## config.mk

```make
export PLATFORM = sky130hd
export DESIGN_NAME = fetch_unit
export DESIGN_NICKNAME = d
export VERILOG_FILES = /design/src/rtl/fetch_unit_pkg.sv /design/src/rtl/fetch_queue.sv /design/src/rtl/fetch_unit.sv
export SDC_FILE = /design/constraint.sdc
export NUM_CORES = 1
export LEC_CHECK = 0
export ABC_AREA = 1
export BUFFER_PORTS_ARGS = -buffer_cell sky130_fd_sc_hd__buf_2
export CAP_MARGIN = 20
export CORE_AREA = 8 8 199 201
export CTS_CLUSTER_DIAMETER = 200
export DETAILED_ROUTE_END_ITERATION = 7
export DIE_AREA = 0 0 207 209
export PLACE_DENSITY = 0.87
export SYNTH_ARGS = -nofsm -noshare
export SYNTH_HDL_FRONTEND = slang
export SYNTH_SLANG_ARGS = --single-unit
```

## constraint.sdc

```tcl
create_clock -name clk -period 5.9 [get_ports clk]
set_input_delay 0.59 -clock clk [delete_from_list [all_inputs] [get_ports clk]]
set_output_delay 0.59 -clock clk [all_outputs]
set_load 0.05 [all_outputs]
```

## src/rtl/fetch_unit_pkg.sv

```systemverilog
// Shared processor package.
// Holds the NOP encoding, the default prefetch depth, the opcode/funct field
// positions used by the decode-stage controller, and the fetch queue entry type.
package fetch_unit_pkg;

  localparam logic [31:0] NOP_INSTR     = 32'h0000_0000;
  localparam int          DEFAULT_DEPTH = 4;

  localparam int OP_HI    = 31;
  localparam int OP_LO    = 26;
  localparam int FUNCT_HI = 5;
  localparam int FUNCT_LO = 0;

  // One prefetched instruction together with the address of the next one.
  typedef struct packed {
    logic [31:0] instr;
    logic [31:0] pcplus4;
  } fetch_entry_t;

  function automatic logic [5:0] op_field(input logic [31:0] instr);
    return instr[OP_HI:OP_LO];
  endfunction

  function automatic logic [5:0] funct_field(input logic [31:0] instr);
    return instr[FUNCT_HI:FUNCT_LO];
  endfunction

endpackage

```

## src/rtl/fetch_queue.sv

```systemverilog
// fetch_queue: synchronous in-order FIFO.
// Ports:
//   clk, reset        clock and asynchronous active-high reset
//   push, din         write din at the tail
//   pop, dout         dout is the head; pop removes it (ignored when empty)
//   flush             empty the FIFO, overriding push and pop
//   full, empty,count occupancy status
// DEPTH must be a power of two so the pointers wrap naturally.
module fetch_queue #(
  parameter int WIDTH = 32,
  parameter int DEPTH = 4
) (
  input  logic                         clk,
  input  logic                         reset,
  input  logic                         push,
  input  logic                         pop,
  input  logic                         flush,
  input  logic [WIDTH-1:0]             din,
  output logic [WIDTH-1:0]             dout,
  output logic                         full,
  output logic                         empty,
  output logic [$clog2(DEPTH+1)-1:0]   count
);

  localparam int AW = $clog2(DEPTH);
  localparam int CW = $clog2(DEPTH+1);

  logic [WIDTH-1:0] mem [DEPTH];
  logic [AW-1:0]    rd_ptr;
  logic [AW-1:0]    wr_ptr;
  logic             do_push;
  logic             do_pop;

  assign empty   = (count == '0);
  assign full    = (count == CW'(DEPTH));
  assign do_pop  = pop & ~empty;
  // A simultaneous pop frees the slot, so a push into a full FIFO is fine.
  assign do_push = push & (~full | do_pop);
  assign dout    = mem[rd_ptr];

  always_ff @(posedge clk) begin
    if (do_push && !flush) begin
      mem[wr_ptr] <= din;
    end
  end

  always_ff @(posedge clk or posedge reset) begin
    if (reset) begin
      rd_ptr <= '0;
      wr_ptr <= '0;
      count  <= '0;
    end else if (flush) begin
      rd_ptr <= '0;
      wr_ptr <= '0;
      count  <= '0;
    end else begin
      if (do_push) wr_ptr <= wr_ptr + AW'(1);
      if (do_pop)  rd_ptr <= rd_ptr + AW'(1);
      count <= count + CW'(do_push) - CW'(do_pop);
    end
  end

endmodule

```

## src/rtl/fetch_unit.sv

```systemverilog
// fetch_unit: instruction fetch stage plus IF/ID pipeline register.
// Ports:
//   clk, reset                     clock, asynchronous active-high reset
//   stallD                         decode stalled, hold IF/ID
//   redirectD, redirect_pc         taken branch/jump resolved in decode
//   imem_req, imem_addr,imem_ready request channel to instruction memory
//   imem_rvalid, imem_rdata        in-order response channel
//   instrD, opD, functD, pcplus4D, validD   decode-stage outputs
// A prefetch queue of {instr, pc+4} sits between memory and the IF/ID
// register; a tag FIFO remembers the pc of every in-flight request.
module fetch_unit
  import fetch_unit_pkg::*;
#(
  parameter int          DEPTH    = DEFAULT_DEPTH,
  parameter logic [31:0] RESET_PC = 32'h0000_0000
) (
  input  logic        clk,
  input  logic        reset,
  input  logic        stallD,
  input  logic        redirectD,
  input  logic [31:0] redirect_pc,
  output logic        imem_req,
  output logic [31:0] imem_addr,
  input  logic        imem_ready,
  input  logic        imem_rvalid,
  input  logic [31:0] imem_rdata,
  output logic [31:0] instrD,
  output logic [5:0]  opD,
  output logic [5:0]  functD,
  output logic [31:0] pcplus4D,
  output logic        validD
);

  localparam int CW = $clog2(DEPTH+1);

  logic [31:0]   fpc;
  logic [CW-1:0] cnt;
  logic [CW-1:0] outst;
  logic [CW-1:0] drop;
  logic [CW:0]   in_use;

  logic          redir;
  logic          issue;
  logic          accept_rsp;
  logic          take;
  logic          bypass;

  fetch_entry_t  rsp_entry;
  fetch_entry_t  q_head;
  logic          q_push;
  logic          q_pop;
  logic          q_full;
  logic          q_empty;

  logic [31:0]   tag_head;
  logic          tag_push;
  logic          tag_pop;
  logic          tag_full;
  logic          tag_empty;
  logic [CW-1:0] tag_count_unused;

  // A stalled decode cannot act on its branch; it re-resolves next cycle.
  assign redir  = redirectD & ~stallD;
  assign in_use = {1'b0, cnt} + {1'b0, outst};

  // Issue depends only on registered occupancy and redir, never on the
  // response channel, so there is no rvalid-to-req combinational path.
  assign imem_req  = (in_use < (CW+1)'(DEPTH)) & ~redir;
  assign imem_addr = fpc;
  assign issue     = imem_req & imem_ready;

  // Responses still owed to pre-redirect requests are thrown away.
  assign accept_rsp = imem_rvalid & (drop == '0) & ~redir;
  assign rsp_entry  = '{instr: imem_rdata, pcplus4: tag_head + 32'd4};

  // The IF/ID register advances whenever decode is not stalled and not
  // redirecting; with an empty queue an accepted response goes straight to
  // the register's input instead of taking a queue slot.
  assign take   = ~stallD & ~redir;
  assign bypass = take & q_empty & accept_rsp;
  assign q_pop  = take & ~q_empty;
  assign q_push = accept_rsp & ~bypass & (~q_full | q_pop);

  assign tag_push = issue & ~tag_full;
  assign tag_pop  = accept_rsp & ~tag_empty;

  fetch_queue #(.WIDTH($bits(fetch_entry_t)), .DEPTH(DEPTH)) u_instr_q (
    .clk   (clk),
    .reset (reset),
    .push  (q_push),
    .pop   (q_pop),
    .flush (redir),
    .din   (rsp_entry),
    .dout  (q_head),
    .full  (q_full),
    .empty (q_empty),
    .count (cnt)
  );

  fetch_queue #(.WIDTH(32), .DEPTH(DEPTH)) u_tag_q (
    .clk   (clk),
    .reset (reset),
    .push  (tag_push),
    .pop   (tag_pop),
    .flush (redir),
    .din   (fpc),
    .dout  (tag_head),
    .full  (tag_full),
    .empty (tag_empty),
    .count (tag_count_unused)
  );

  // Fetch PC and in-flight bookkeeping. On redirect, drop is loaded with the
  // requests still outstanding after this cycle's response (no issue happens
  // in a redirect cycle), so their words are later discarded one by one.
  always_ff @(posedge clk or posedge reset) begin
    if (reset) begin
      fpc   <= RESET_PC;
      outst <= '0;
      drop  <= '0;
    end else begin
      outst <= outst + CW'(issue) - CW'(imem_rvalid);
      if (redir) begin
        drop <= outst - CW'(imem_rvalid);
      end else if (imem_rvalid && drop != '0) begin
        drop <= drop - CW'(1);
      end
      if (redir) begin
        fpc <= {redirect_pc[31:2], 2'b00};
      end else if (issue) begin
        fpc <= fpc + 32'd4;
      end
    end
  end

  // IF/ID register: hold on stall, bubble on redirect or when nothing is
  // available, otherwise take the queue head (or the bypassed response).
  always_ff @(posedge clk or posedge reset) begin
    if (reset) begin
      instrD   <= NOP_INSTR;
      pcplus4D <= 32'h0;
      validD   <= 1'b0;
    end else if (!stallD) begin
      if (q_pop) begin
        instrD   <= q_head.instr;
        pcplus4D <= q_head.pcplus4;
        validD   <= 1'b1;
      end else if (bypass) begin
        instrD   <= rsp_entry.instr;
        pcplus4D <= rsp_entry.pcplus4;
        validD   <= 1'b1;
      end else begin
        instrD   <= NOP_INSTR;
        pcplus4D <= 32'h0;
        validD   <= 1'b0;
      end
    end
  end

  assign opD    = op_field(instrD);
  assign functD = funct_field(instrD);

endmodule

```

# == Word-level counts from Yosys, hierarchy flattened ==
# Memories as Yosys holds them, arrays and structs flattened.
# Cells that the tools add are included.
# classes
add_sub_neg,15
n_lt_le_gt_ge,1
n_eq_ne,2
mux,24
bitwise,27
n_reduce_logical,14
# op_table
cell,n
$mux W32,6
$add A32 B3 Y32 const B,2
$and A1 B1 Y1,17
$mux W2,8
$mux W3,4
$reduce_bool A2 Y1,6
$sub A3 B1 Y3,4
$add A3 B1 Y3,3
$logic_not A3 Y1,3
$add A2 B1 Y2 const B,4
$not A1 Y1,7
$eq A3 B3 Y1 const B,2
$mux W1,6
$add A3 B3 Y4,1
$lt A4 B3 Y1 const B,1
$logic_and A1 B1 Y1,3
$or A1 B1 Y1,3
$reduce_bool A3 Y1,1
$sub A3 B1 Y3 const B,1
$logic_not A1 Y1,1
# word_totals
ff_bits,117
mem_bits_rw,384
inputBits,70
output_inout_bits,110
wordCells,97
memories,2
# mem_list
name,words,word_bits,rd,rd_clocked_by_memory_dff,write_ports,line_no,text
u_instr_q.mem,4,64,1,0,1,fetch_queue.sv:28,logic [WIDTH-1:0] mem [DEPTH];
u_tag_q.mem,4,32,1,0,1,fetch_queue.sv:28,

# == Logic depth before layout (Yosys ltp) ==
# Gate-level depths: netlist (run 1).
# logic_depth
word_depth,13
ltp_mapped,16
ltp_nobuf,15

# == Hierarchy ==
# From an unflattened synthesis (run 1), not the netlist that was laid out.
# unflattened
hier_cells,1999
hier_area_um2,21628.2
# by_module_without_submodules
mod,n_inst,cells_per_inst,area_each_um2,seq_area_each_um2
fetch_queue at u_instr_q,1,682,9949.5,7862.5
fetch_unit,1,943,6434.9,2527.4
fetch_queue at u_tag_q,1,374,5243.8,4018.9

# == Worst setup path before layout (run 1) ==
# Ideal clock, no wire load.
# synth_path
path_type,input to register
startpoint,input port stallD
endpoint,memory u_instr_q.mem[0][10] (netlist name) (enable)
setup_ns,0.482
arrival_ns,3.778
required_ns,5.418
setup_slack_ns,1.639
path_stages,8
n_path_buf,0
path_cell_list,inv_1 -> nand2_1 -> nand3_1 -> inv_1 -> nand2_1 -> nor2_1 -> inv_1 -> nor2_1
# synth_between
elab_chain_len,13
elab_cells_between_ends,19
classes_between,mux: 2; bitwise: 15; reduce/logical: 2
# synth_lines
element,line_no,text
"start, declared",fetch_unit.sv:19,"input logic stallD,"
$not A1 Y1 *,"fetch_unit.sv:63, fetch_unit.sv:79",
$and A1 B1 Y1,fetch_unit.sv:63,assign redir = redirectD & ~stallD;
$not A1 Y1,"fetch_unit.sv:73, fetch_unit.sv:79",
$and A1 B1 Y1,fetch_unit.sv:79,assign take = ~stallD & ~redir;
$and A1 B1 Y1 (2 in a row),fetch_unit.sv:80,assign bypass = take & q_empty & accept_rsp;
$not A1 Y1,fetch_unit.sv:82,assign q_push = accept_rsp & ~bypass & (~q_full | q_pop);
$and A1 B1 Y1 (2 in a row),fetch_unit.sv:82,
$and A1 B1 Y1,fetch_queue.sv:38,assign do_push = push & (~full | do_pop);
$logic_and A1 B1 Y1 *,fetch_queue.sv:42,if (do_push && !flush) begin
$mux W1 *,fetch_queue.sv:42,
$mux W1 (not written as such) *,fetch_queue.sv:43,mem[wr_ptr] <= din;
"end, declared",fetch_queue.sv:28,
# Mark *: on every way between the ends. The rest lies on a longest branch, timed or not.

==> flow_summary_export.csv, run 1 <==
group,metric,value,unit
critical_path,rrSetupSlack,2370,ps
timing,finalSetupTns,0,ps
clock_tree,cts.sinks,482,
timing,max_slew_margin,33.9,%
logic_synthesis,synthCells,2118,
logic_synthesis,ys.flop_type,"edfxtp_1",
critical_path,path_cells,"buf_4 > inv_2 > nor2_1 > o21ai_0 > nand2_1 > ha_1 > nand3_1 > nor2_2 > nand3_2 > nor2_2 > nand3_1 > and2_1",
critical_path,worst-path-buf-inv,2,
die,io_pins,180,
layout,multi_input_area,0.00664,mm2
logic_synthesis,ys_top_cells_by_count,"nand2_1, edfxtp_1, nor2_1, nand3_1, inv_1",
drt,wl_per_cell,19.1,um
clock_tree,numCtsBuffers,47,
critical_path,worst_setup_path_end_kind,"flip-flop",
logic_synthesis,synth-seq-area-share,64.6,%
drt,vias,16057,
critical_path,max_stage_delay,550,ps
global_route,antenna_found_initial,1,
timing,tightest_slew,989,ps
global_route,grt_pass1_wl,83900,um
logic_synthesis,netlist_area,0.0215,mm2
timing,finalHoldViolations,0,
timing,slew_viol_final,0,
logic_synthesis,yosysMostFrequentCell,"nand2_1",
layout,drive_gt1_share,13.6,%
die,initial_core_util,59.4,%
critical_path,crit_path_max_fanout,58,
drt,drt-total-wl,52700,um
placed_design,port_buffers,175,
logic_synthesis,synth_largest_area_cell,"edfxtp_1",
logic_synthesis,netlist.area_leader.share,51.3,%
logic_synthesis,netlist_top_cells_area,"edfxtp_1, dfrtp_1, nand2_1, nand3_1, nor2_1",
clock_tree,cts_tree,"built",
worst_hold_path,hp-class,"input pin to async pin",
critical_path,crit_type,"flip-flop to flip-flop",
run_status,outcome,"complete, no violations",
clock_tree,clk_pin_slew_worst_paths,60,ps
logic_synthesis,synth_edf_count,368,
drt,drtAntennaViolNets,0,
drt,drt-initial-drc-count,1590,
layout,nets,2349,
critical_path,cp.required,6220,ps
placed_design,hpwl,32900,um
clock_tree,cts_buffer_depth,3,
power_and_ir_drop,leakagePower,10.0,nW
die,die_h,209,um
logic_synthesis,avgSynthCellArea,10.2,um2
drt,dr.pass1.iters,5,
logic_synthesis,yosys_warnings,0,
logic_synthesis,ys_ff_latch,482,
critical_path,r2r_end,"u_instr_q.mem[2][26]",
power_and_ir_drop,peakVddDrop,0.358,mV
run,cap_violations,0,
drt,drc,0,
critical_path,cp.depth,12,
power_and_ir_drop,power_density,489,mW/mm2
layout,antenna_cells,0,
clock_tree,clockRootBuffer,"clkbuf_16",
clock_tree,clk_latency,600,ps
timing,clock_skew,25.1,ps
placed_design,gp_congestion,0.894,
placed_design,post-place-ws,2150,ps
die,die-area,0.0433,mm2
critical_path,r2r-start,"u_tag_q.rd_ptr[1]",
timing,period_share,59.8,%
die,row_count,70,
global_route,track_usage,24.0,%
critical_path,start_kind,"flip-flop",
clock_tree,postCtsHoldBufs,0,
critical_path,critPathSlowestCell,"inv_2",
critical_path,path_delay_family,"simple AND/OR/NAND/NOR gates",
die,coreArea,0.0363,mm2
timing,clock.fmax,284,MHz
timing,layout_setup_ws,2370,ps
drt,vias_per_cell,5.82,
logic_synthesis,synth_cell_type_count,39,
timing,rsz0062_at_grt,"false",
logic_synthesis,async_flop_share,23.7,%
timing,period_minus_slack,3530,ps
clock_tree,cts_setup_buffers,0,
die,die_w,207,um
layout,fillers,2563,
critical_path,cp.arrival,3850,ps
layout,seq_area,0.0139,mm2
timing,finalSetupViolations,0,
clock_tree,htreeDepth,2,
critical_path,reg2regPathDepth,12,
clock_tree,cts_resized,0,
layout,syn_to_final_growth,12.8,%
global_route,grt_max_degree,83,
global_route,grt_pass1_vias,16279,
global_route,gr-total-overflow,0,
## area by class of cell
class	instances	area share, %
clock inverter	24	1.19
sequential	482	57.3
multi-input combinational	1395	27.3
inverter	129	2.02
timing repair buffer	199	4.43
clock buffer	64	5.35
tap	468	2.41
## per-layer routing
layer | part of all wire [%] | wire, um | GRT usage [%]
met5 | 0.025 | 13 | 0
met4 | 2.7 | 1410 | 8.26
met3 | 9.2 | 4860 | 4.95
met2 | 49 | 26000 | 41.5
met1 | 39 | 20400 | 29.9
## through the flow
step	total power, mW	hold WS (ps)	utilization (%)	instance area (um2)	std cells
6_report	11.9	194	67.0	24300	2761
3_5_place_dp	8.83	473	62.5	22700	2672
2_1_floorplan	7.73	478	-	21500	2119
3_3_place_gp	8.65	461	62.5	22700	2672
5_1_grt	12.5	211	67.0	24300	2761
4_1_cts	11.9	199	66.9	24300	2760
## worst register-to-register path, delay by kind of cell, from the launching register on
| kind | cells | cell delay (ps) |
|---|---|---|
| AND/OR/NAND/NOR | 8 | 1540 |
| adder cells (fa/ha/maj) | 1 | 260 |
| buffers and inverters | 2 | 1070 |
| flip-flops | 1 | 320 |
| AO/OA/AOI/OAI | 1 | 110 |
## kinds of logic after synthesis
kind of cell               count (synthesis)  synth area share (%)
and+or+nand+nor                         1067                  20.3
DFF                                      482                  64.6
AOI/OAI and AO/OA                        266                  7.17
buffers and inverters                    242                  4.85
xor gates and xnor gates                  35                  1.49
adders and majority gates                 25                  1.56
other                                      1                0.0174
## state kept, by name, summed over array words and instances, names as in the netlist
signal / flops
u_tag_q.count: 3
instrD: 32
outst: 3
drop: 3
pcplus4D: 31
validD: 1
u_tag_q.rd_ptr: 2
u_tag_q.mem: 120
imem_addr: 30
u_tag_q.wr_ptr: 2
u_instr_q.mem: 248
u_instr_q.rd_ptr: 2
u_instr_q.wr_ptr: 2
u_instr_q.count: 3
## how the worst max path moves through the flow
stage                       from                    to  slack [ps]
2_1_floorplan             stallD  u_instr_q.mem[0][10]        1640
3_3_place_gp              stallD   u_instr_q.mem[0][9]        2270
3_5_place_dp              stallD   u_instr_q.mem[0][9]        2150
4_1_cts        u_tag_q.rd_ptr[1]  u_instr_q.mem[3][24]        2450
5_1_grt        u_tag_q.rd_ptr[1]  u_instr_q.mem[1][22]        2100
6_report       u_tag_q.rd_ptr[1]  u_instr_q.mem[2][26]        2370
## layout by cell type, fill, tap and decap left out, types with 47 or more instances in the layout
master,count
buf_2,175
nand2_1,641
a21oi_1,71
nand3_1,177
dfrtp_1,111
inv_1,121
clkbuf_16,47
nor2_1,183
o21ai_0,114
edfxtp_1,368
## where the power goes
part	internal (mW)	switching (mW)
Sequential	4.32	0.479
Combinational	0.992	3.04
Clock	1.78	1.27
Power figures use the tool's default switching activity.
==> inputs of run 2 (changes only) <==
--- a/config.mk
+++ b/config.mk
@@ -5,14 +5,14 @@
 export SDC_FILE = /design/constraint.sdc
 export NUM_CORES = 1
 export LEC_CHECK = 0
-export ABC_AREA = 1
+export ABC_AREA = 0
 export BUFFER_PORTS_ARGS = -buffer_cell sky130_fd_sc_hd__buf_2
 export CAP_MARGIN = 20
-export CORE_AREA = 8 8 199 201
+export CORE_AREA = 8 8 192 194
 export CTS_CLUSTER_DIAMETER = 200
 export DETAILED_ROUTE_END_ITERATION = 7
-export DIE_AREA = 0 0 207 209
-export PLACE_DENSITY = 0.87
+export DIE_AREA = 0 0 200 202
+export PLACE_DENSITY = 0.86
 export SYNTH_ARGS = -nofsm -noshare
 export SYNTH_HDL_FRONTEND = slang
 export SYNTH_SLANG_ARGS = --single-unit
==> constraint.sdc (replaced) <==
create_clock -name clk -period 3.3 [get_ports clk]
set_input_delay 0.33 -clock clk [delete_from_list [all_inputs] [get_ports clk]]
set_output_delay 0.33 -clock clk [all_outputs]
set_load 0.05 [all_outputs]
==> flow_summary_export.csv, run 2 <==
group,metric,value,unit
critical_path,cp.required,3580,ps
die,die_h,202,um
die,row_count,68,
timing,period_share,87.2,%
timing,period_minus_slack,2880,ps
drt,vias,11177,
critical_path,crit_end,"u_instr_q.mem[2][28]",
drt,drt-total-wl,43200,um
critical_path,path_cells,"mux4_1 > ha_1 > nand4_2 > nor4_4 > nand4_1 > xnor2_1",
logic_synthesis,avgSynthCellArea,16.7,um2
clock_tree,clk_pin_slew_worst_paths,60,ps
drt,drc,0,
logic_synthesis,synth-seq-area-share,70.9,%
power_and_ir_drop,peakVddDrop,0.495,mV
logic_synthesis,synth_cell_type_count,43,
critical_path,cp.arrival,3160,ps
global_route,antenna_found_initial,0,
critical_path,critical_path.startpoint,"u_tag_q.rd_ptr[0]",
global_route,track_usage,21.5,%
logic_synthesis,yosys_warnings,0,
layout,final_common_cell,"edfxtp_1",
global_route,gr-total-overflow,0,
critical_path,crit_path_max_fanout,9,
global_route,grt_pass1_vias,11885,
clock_tree,cts_buffer_depth,3,
logic_synthesis,synthCells,1172,
timing,finalSetupTns,0,ps
layout,largest_register_ffs,248,
logic_synthesis,async_flop_share,23.7,%
placed_design,postPlaceCellArea,0.0211,mm2
global_route,grt_max_degree,72,
die,die_w,200,um
critical_path,rrSetupSlack,420,ps
logic_synthesis,yosysMostFrequentCell,"edfxtp_1",
logic_synthesis,netlist.area_leader.share,56.3,%
timing,finalHoldViolations,0,
timing,rsz0062_at_grt,"false",
die,initial_core_util,57.8,%
clock_tree,htreeDepth,2,
timing,slew_viol_final,0,
power_and_ir_drop,power_density,833,mW/mm2
power_and_ir_drop,leakagePower,8.65,nW
die,coreArea,0.0339,mm2
layout,fin_area,0.0229,mm2
layout,nets,1482,
layout,final_cell_mix,"edfxtp_1, buf_2, nand2_1, dfrtp_1, mux4_2",
layout,antenna_cells,0,
power_and_ir_drop,finalPower,19.1,mW
logic_synthesis,synth_edf_count,368,
clock_tree,numCtsBuffers,46,
logic_synthesis,ys_top_cells_by_count,"edfxtp_1, nand2_1, dfrtp_1, mux4_2, a22oi_1",
critical_path,worst_setup_path_end_kind,"flip-flop",
critical_path,crit_type,"flip-flop to flip-flop",
critical_path,max_stage_delay,560,ps
critical_path,r2r_end,"u_instr_q.mem[2][28]",
clock_tree,clockRootBuffer,"clkbuf_16",
timing,clock_skew,12.7,ps
placed_design,port_buffers,175,
clock_tree,cts_tree,"built",
timing,tightest_slew,909,ps
run,cap_violations,0,
run_status,outcome,"complete, no violations",
timing,finalSetupViolations,0,
drt,vias_per_cell,5.95,
drt,drtAntennaViolNets,0,
placed_design,gp_congestion,0.843,
logic_synthesis,ys.flop_type,"edfxtp_1",
layout,drive_gt1_share,26.7,%
clock_tree,clk_latency,550,ps
critical_path,r2r-start,"u_tag_q.rd_ptr[0]",
layout,syn_to_final_growth,16.8,%
die,io_pins,180,
clock_tree,cts.sinks,482,
layout,fin_util,67.5,%
layout,largest-register,"u_instr_q.mem",
worst_hold_path,hp-class,"input pin to flip-flop",
die,die-area,0.0404,mm2
drt,drt-initial-drc-count,790,
critical_path,critPathSlowestCell,"nor4_4",
placed_design,hpwl,25900,um
layout,reg_top3,"u_instr_q.mem x248, u_tag_q.mem x120, instrD x32",
clock_tree,cts_resized,0,
drt,dr.pass1.iters,5,
critical_path,start_kind,"flip-flop",
drt,wl_per_cell,23.0,um
logic_synthesis,netlist_area,0.0196,mm2
logic_synthesis,ys_ff_latch,482,
timing,max_slew_margin,39.3,%
critical_path,reg2regPathDepth,6,
logic_synthesis,netlist_top_cells_area,"edfxtp_1, dfrtp_1, mux4_2, nand2_1, xnor2_1",
timing,clock.fmax,347,MHz
global_route,grt_pass1_wl,66800,um
logic_synthesis,synth_largest_area_cell,"edfxtp_1",
==> run 2: kinds of logic (layout without fill, tap and decap cells) <==
family,count (synthesis),after routing,share of synthesized area [%]
adders and majority gates,25,25,1.71
and+or+nand+nor,290,290,7.00
AOI/OAI and AO/OA,115,115,4.04
DFF,482,482,70.9
xor gates and xnor gates,68,68,3.04
other,1,2,0.0191
buffers and inverters,94,346,2.33
muxes,97,97,11.0
==> run 2: metrics by stage <==
stage	hold WS (ps)	setup slack [ps]	std cells
2_1_floorplan	429	309	1173
3_3_place_gp	448	593	1765
3_5_place_dp	454	434	1765
4_1_cts	0.0482	401	1880
5_1_grt	10.4	244	1880
6_report	20.4	422	1880
==> run 2: cell type report <==
class | count | area (um2)
Fill cell | 2123 | 11000
Inverter | 24 | 93.8
Tap cell | 455 | 569
Timing Repair Buffer | 236 | 1580
Multi-Input combinational cell | 597 | 5270
Clock buffer | 61 | 1240
Sequential cell | 482 | 13900
Clock inverter | 25 | 240
==> run 2: report_power, final <==
group / leakage (nW) / internal, mW / total (mW) / switching (mW)
clock network: 0.730 / 2.97 / 5.14 / 2.17
registers: 4.80 / 7.59 / 8.27 / 0.678
logic: 3.12 / 2.03 / 5.68 / 3.65
total: 8.65 / 12.6 / 19.1 / 6.50
==> run 2: worst max-delay path, delay by kind of cell (launching register included) <==
| family | cells | cell delay [ps] |
|---|---|---|
| XOR/XNOR | 1 | 450 |
| adder cells (fa/ha/maj) | 1 | 240 |
| flip-flops | 1 | 510 |
| multiplexers | 1 | 460 |
| AND/OR/NAND/NOR | 3 | 960 |
==> run 2: worst min-delay path by stage <==
stage             startpoint                   end  slack (ps)  cells past startpoint
5_1_grt        imem_rdata[8]  u_instr_q.mem[3][40]          10                      1
2_1_floorplan  imem_rdata[0]  u_instr_q.mem[0][32]         430                      0
3_5_place_dp      instrD[21]            instrD[21]         450                      2
4_1_cts        imem_rdata[4]  u_instr_q.mem[2][36]        0.05                      1
6_report       imem_rdata[4]  u_instr_q.mem[3][36]          20                      1
3_3_place_gp      instrD[11]            instrD[11]         450                      2
==> run 2: timing repair <==
action / in CTS / in global routing
endpoints found under the hold margin: 56 / 0
hold buffers: 29 / 0
setup buffers: 0 / 0
==> run 2: layer usage <==
layer / routed length [um] / track usage, % / part of all wire (%) / vias to the layer above
li1: - / - / - / 4894
met1: 16800 / 27.7 / 39 / 5700
met2: 22300 / 37.1 / 52 / 513
met3: 3170 / 3.53 / 7.3 / 70
met4: 901 / 6.20 / 2.1 / 0
met5: 0 / 0 / 0 / -
